`src/rtl/mastermind_turn_timer.sv`:
```
// Per-turn countdown timer: counts whole seconds of slow-divider ticks down from TURN_SECONDS, drives BCD digits, warns and times out.
// Optional feature macro: MASTERMIND_TIMER_BLINK_EN (flash the warning at 1 Hz via blink).
module mastermind_turn_timer #(
   parameter int TICKS_PER_SEC = 50,
   parameter int TURN_SECONDS  = 30,
   parameter int WARN_SECONDS  = 5
) (
   input  logic       clock,
   input  logic       reset_n,
   input  logic       tick,
   input  logic       start,
   input  logic       pause,
   input  logic       guess_done,
   output logic       running,
   output logic       expired,
   output logic       timeout,
   output logic       warning,
   output logic       blink,
   output logic [3:0] secs_tens,
   output logic [3:0] secs_ones,
   output logic [1:0] o_dbg_state
);

   localparam int              SUB_W       = (TICKS_PER_SEC > 1) ? $clog2(TICKS_PER_SEC) : 1;
   localparam logic [SUB_W-1:0] SUB_LAST    = SUB_W'(TICKS_PER_SEC - 1);
   localparam logic [6:0]       SECS_RELOAD = 7'(TURN_SECONDS);
   localparam logic [6:0]       SECS_WARN   = 7'(WARN_SECONDS);

   typedef enum logic [1:0] {
      S_IDLE    = 2'd0,
      S_RUNNING = 2'd1,
      S_PAUSED  = 2'd2,
      S_EXPIRED = 2'd3
   } state_t;

   state_t           r_state;
   state_t           w_state_nxt;
   logic [6:0]       r_secs;
   logic [6:0]       w_secs_nxt;
   logic [SUB_W-1:0] r_sub;
   logic [SUB_W-1:0] w_sub_nxt;
   logic             r_timeout;
   logic             w_timeout_nxt;
   logic             w_warning;

   always_ff @(posedge clock) begin
      if (!reset_n) begin
         r_state   <= S_IDLE;
         r_secs    <= SECS_RELOAD;
         r_sub     <= '0;
         r_timeout <= 1'b0;
      end else begin
         r_state   <= w_state_nxt;
         r_secs    <= w_secs_nxt;
         r_sub     <= w_sub_nxt;
         r_timeout <= w_timeout_nxt;
      end
   end

   // Inputs are strictly prioritised: guess_done > start > pause > tick.
   always_comb begin
      w_state_nxt   = r_state;
      w_secs_nxt    = r_secs;
      w_sub_nxt     = r_sub;
      w_timeout_nxt = 1'b0;
      if (guess_done) begin
         w_state_nxt = S_IDLE;
         w_secs_nxt  = SECS_RELOAD;
         w_sub_nxt   = '0;
      end else if (start) begin
         w_state_nxt = S_RUNNING;
         w_secs_nxt  = SECS_RELOAD;
         w_sub_nxt   = '0;
      end else if (pause) begin
         if (r_state == S_RUNNING) begin
            w_state_nxt = S_PAUSED;
         end else if (r_state == S_PAUSED) begin
            w_state_nxt = S_RUNNING;
         end
      end else if (tick && (r_state == S_RUNNING)) begin
         if (r_sub != SUB_LAST) begin
            w_sub_nxt = r_sub + 1'b1;
         end else begin
            w_sub_nxt  = '0;
            w_secs_nxt = r_secs - 7'd1;
            if (r_secs == 7'd1) begin
               w_state_nxt   = S_EXPIRED;
               w_timeout_nxt = 1'b1;
            end
         end
      end
   end

   assign running     = (r_state == S_RUNNING);
   assign expired     = (r_state == S_EXPIRED);
   assign timeout     = r_timeout;
   assign w_warning   = ((r_state == S_RUNNING) || (r_state == S_PAUSED)) && (r_secs <= SECS_WARN);
   assign warning     = w_warning;
   assign secs_tens   = 4'(r_secs / 7'd10);
   assign secs_ones   = 4'(r_secs % 7'd10);
   assign o_dbg_state = r_state;

`ifdef MASTERMIND_TIMER_BLINK_EN
   // Lit for the first half of each second, so the digits flash at 1 Hz.
   if (TICKS_PER_SEC == 1) begin : g_blink_steady
      assign blink = w_warning;
   end else begin : g_blink_flash
      assign blink = w_warning && (r_sub < SUB_W'(TICKS_PER_SEC / 2));
   end
`else
   assign blink = w_warning;
`endif

endmodule

```
`config.mk`:
```
export PLATFORM = sky130hd
export DESIGN_NAME = mastermind_turn_timer
export DESIGN_NICKNAME = d
export VERILOG_FILES = /design/src/rtl/mastermind_turn_timer.sv
export SDC_FILE = /design/constraint.sdc
export NUM_CORES = 1
export LEC_CHECK = 0
export BUFFER_PORTS_ARGS = -buffer_cell sky130_fd_sc_hd__buf_2
export CAP_MARGIN = 20
export CORE_ASPECT_RATIO = 0.6
export CORE_MARGIN = 2
export CORE_UTILIZATION = 60
export DETAILED_ROUTE_END_ITERATION = 16
export GPL_TIMING_DRIVEN = 0
export PLACE_DENSITY = 0.94
export SYNTH_ARGS = -nofsm -noshare
export SYNTH_HDL_FRONTEND = slang
export SYNTH_SLANG_ARGS = --single-unit
```
`constraint.sdc`:
```
create_clock -name clock -period 5.8 [get_ports clock]
set_input_delay 0.87 -clock clock [delete_from_list [all_inputs] [get_ports clock]]
set_output_delay 0.87 -clock clock [all_outputs]
set_load 0.1 [all_outputs]
```
## After elaboration in Yosys (flattened, before gate mapping)

Index checks and enable logic that the tools add are counted.

- Flip-flop bits (word level): 16
- Input bits: 6
- Word-level logic and storage cells: 46

- Add/sub/neg operators: 2
- Divide/modulo/power cells: 2
- $lt $le $gt $ge: 1
- Eq/ne operators: 9
- Multiplexer cells: 9
- Bitwise gates (word level): 4
- Reductions and logical operators: 14

Operators by type and width:

| operator | count |
|---|---|
| 2-bit 2-to-1 mux | 6 |
| 4-bit AND reduction | 2 |
| 7-bit by 4-bit divider with 7-bit output (second input constant) | 1 |
| 7-bit by 1-bit == test with 1-bit output (second input constant) | 1 |
| 7-bit by 3-bit less-or-equal comparator with 1-bit output (second input constant) | 1 |
| 7-bit by 4-bit modulo with 7-bit output (second input constant) | 1 |
| 7-bit by 1-bit subtractor with 7-bit output (second input constant) | 1 |
| 6-bit by 1-bit adder with 6-bit output (second input constant) | 1 |
| 6-bit 2-to-1 mux | 1 |
| 6-bit inequality test (second input constant) | 1 |
| 3-bit nonzero test | 2 |
| 6-bit OR reduction | 1 |
| 2-bit == test (second input constant) | 2 |
| 4-bit by 2-bit inequality test with 1-bit output (second input constant) | 1 |
| 1-bit NOT | 4 |
| 2-bit nonzero test | 2 |
| 3-bit by 1-bit inequality test with 1-bit output (second input constant) | 1 |
| 3-bit inequality test (second input constant) | 1 |
| 3-bit AND reduction | 1 |
| 3-bit OR reduction | 1 |
| 2-bit by 1-bit == test with 1-bit output (second input constant) | 1 |
| 1-bit logical AND | 2 |
| 1-bit 2-to-1 mux | 2 |
| 2-bit inequality test (second input constant) | 1 |
| 3 further kinds | 3 |

## Depth between registers and ports, before layout

- Word-level depth: 6
- Gate-level depth with buffers: 13
- Gate-level depth less buffers: 10

## Least setup slack after synthesis

Ideal clock, no wire load.

- Kind: reg2out
- From: register r_secs[3]
- To: output port secs_ones[2]
- Arrival time: 4,542 ps
- Setup slack: 388 ps
- Stages on the path, launching flop included: 13
- Cell sequence: dfxtp_1 > buf_4 > nand3b_1 > a21o_1 > a21oi_1 > a311oi_1 > ha_1 > buf_4 > or2b_2 > o22ai_1 > nor4_1 > o211ai_2 > mux2i_1

- Longest elaborated chain between the ends: 1

RTL lines:

| item | line | source |
|---|---|---|
| from (decl) | 38 | `logic [6:0] r_secs;` |
| from (signal assigned) | 54 | `r_secs <= w_secs_nxt;` |
| 7-bit by 4-bit modulo with 7-bit output | 100 | `assign secs_ones = 4'(r_secs % 7'd10);` |
| to (decl) | 20 | `output logic [3:0] secs_ones,` |

Every way passes these cells.

## Worst setup path in the final report

- From: register r_secs[5]
- To: output port secs_ones[1]

Same word-level chain as after synthesis.

==> results.cfg <==
[hold_path]
hold_path_startpoint = r_sub[5]
hold_path_depth = 2
hold_path_end = r_sub[5]
hp-class = reg -> reg

[finish]
multiInputGateArea_um2 = 885
drive_gt1_share_pct = 26.3
seq_area_um2 = 320
syn_to_final_growth_pct = 14.4
diodes = 0
final_cell_mix = nor2_1, buf_2, dfxtp_1
nFillCells = 139
nets = 203

[clock_network]
cts_buffer_depth = 2
cts_num_sinks = 16
postCtsSetupBuffers = 0
clk_pin_slew_ns = 0.06
cts_hold_buf = 0
clockRootBuffer = clkbuf_8
h-tree-depth = 1
numCtsBuffers = 3
cts.repair.resized = 0
insertion_delay_ns = 0.26
cts_tree = yes

[synthesis]
synth_edf_count = 0
netlist_instances = 162
ys_warn_count = 0
synth.largest_area_cell = dfxtp_1
postSynthNetCount = 178
post_synth.cell_area_avg_um2 = 8.26
synth.area.top_cells = dfxtp_1, ha_1, nor2_1
synth.distinct_cells = 51
synth_top_area_share_pct = 23.9
synth_ff_type = dfxtp_1
syn_area_um2 = 1340
yosysSeqAreaShare_pct = 23.9
async_flop_share_pct = 0
ys_ff_latch = 16

[detailed_routing]
viasPerCell = 6.16
wirelength_um = 3460
first_pass_iters = 4
drc = 0
ant_nets = 0
drt_iter0_drc = 90
drt-wirelength-per-cell_um = 16.0
vias = 1331

[flow_run]
maxCapViolations = 0

[floorplan]
die_h_um = 40.6
die_w_um = 65.0
rows = 13
initial_core_util_pct = 62.8
io_pins = 21
core_area_um2 = 2130
die_area_um2 = 2640

[timing]
slew_headroom_pct = 54.4
slew_viol_final = 0
max_freq_mhz = 233
final.setup.tns_ns = 0
whs_ns = 0.538
setup_viol = 0
min_period_ns = 4.29
finalWorstSetupSlack_ns = 1.51
grt_setup_unrepaired = no
min_period_over_period_pct = 74.0
finalClockSkew_ns = 0.00676
finalHoldViolCount = 0
worst_pin_slew_ns = 0.682

[critical_path]
timing.rr.start = o_dbg_state[0]
start_kind = flip-flop
crit_path_start = r_secs[5]
critPathArrivalTime_ns = 3.42
cp_max_fo = 9
r2r_end = r_secs[3]
r2r.worst_path.cells = 7
worstSetupPathType = reg -> out
required_ns = 4.93
endpoint_kind = primary output
r2r_slack_ns = 3.77

[global_routing]
antenna_found_initial = 0
grt_pass1_wl_um = 5200
track_usage_pct = 27.1
grt_overflow_total = 0
grt_max_degree = 11
grt_pass1_vias = 1148

[placement]
dp_hpwl_um = 2420
pre_cts_ws_ns = 1.89
port_buffers = 20
place_congestion = 0.775

[power_and_ir_drop]
leakage_nw = 0.706
power_density_nw_per_um2 = 149
p_total_uw = 228
peakVddDrop_uv = 130

[run_status]
status = finished clean
==> worst max-delay path: stages, from the launching register on <==
cell	delay, ns
dfxtp_1	0.46
nor2b_1	0.37
xnor2_1	0.18
nor2_1	0.07
a311oi_1	0.37
ha_1	0.23
buf_4	0.17
or2b_2	0.14
o22ai_1	0.07
nor4_1	0.26
o211ai_2	0.20
xnor2_1	0.18
buf_2	0.45
==> power by group <==
part / internal [mW] / switching, mW / total (mW)
registers: 0.110 / 0.000704 / 0.111
logic: 0.00442 / 0.0120 / 0.0164
clock network: 0.0603 / 0.0403 / 0.101
total: 0.175 / 0.0530 / 0.228
==> how the worst max path moves through the flow <==
stage / end / slack (ns)
after floorplan: secs_ones[2] / 0.39
after global placement: secs_ones[2] / 1.99
after detailed placement: secs_ones[2] / 1.89
after CTS: secs_ones[1] / 1.60
after global routing: secs_ones[1] / 1.40
final: secs_ones[1] / 1.51
==> cells in the mapped netlist, types with 3 or more instances <==
library cell,n
nor2_1,22
dfxtp_1,16
a21oi_1,10
ha_1,10
inv_1,9
nand2_1,8
xor2_1,7
buf_4,5
nand3_1,5
xnor2_1,5
mux2i_1,4
nor3_1,4
o21ai_0,4
buf_6,3
nand4_1,3
==> state kept, by name, summed over array words and instances, names as in the netlist <==
name         count
r_secs           7
r_sub            6
o_dbg_state      2
timeout          1
==> metal layers <==
layer | up-vias | GRT usage, % | share of wire [%]
met5 | - | 0 | 0
met4 | 0 | 12.2 | 2.1
met3 | 10 | 7.02 | 8.4
met2 | 80 | 46.9 | 46
met1 | 625 | 33.1 | 43
li1 | 616 | - | -
==> cells by family after synthesis <==
| group | share of synthesized area [%] |
|---|---|
| DFF | 23.9 |
| and+or+nand+nor | 26.7 |
| muxes | 2.99 |
| xor gates and xnor gates | 9.07 |
| AOI/OAI and AO/OA | 18.1 |
| buffers and inverters | 9.92 |
| adders and majority gates | 9.35 |
==> stage by stage <==
stage          instances  util [%]  instance area (um^2)
6_report             216      71.8                  1530
3_3_place_gp         212      69.2                  1480
5_1_grt              216      71.8                  1530
3_5_place_dp         212      69.2                  1480
4_1_cts              216      71.8                  1530
2_1_floorplan        162         -                  1340
==> layout make-up <==
type / count / area share, %
plain buffers: 11 / 6.21
clock buffers: 4 / 3.60
inverters: 10 / 2.45
multi-input cells: 125 / 57.8
flip-flops and latches: 16 / 20.9
well taps: 30 / 2.45
repair buffers: 20 / 6.54
No activity file was read; power rests on OpenSTA's default activity.
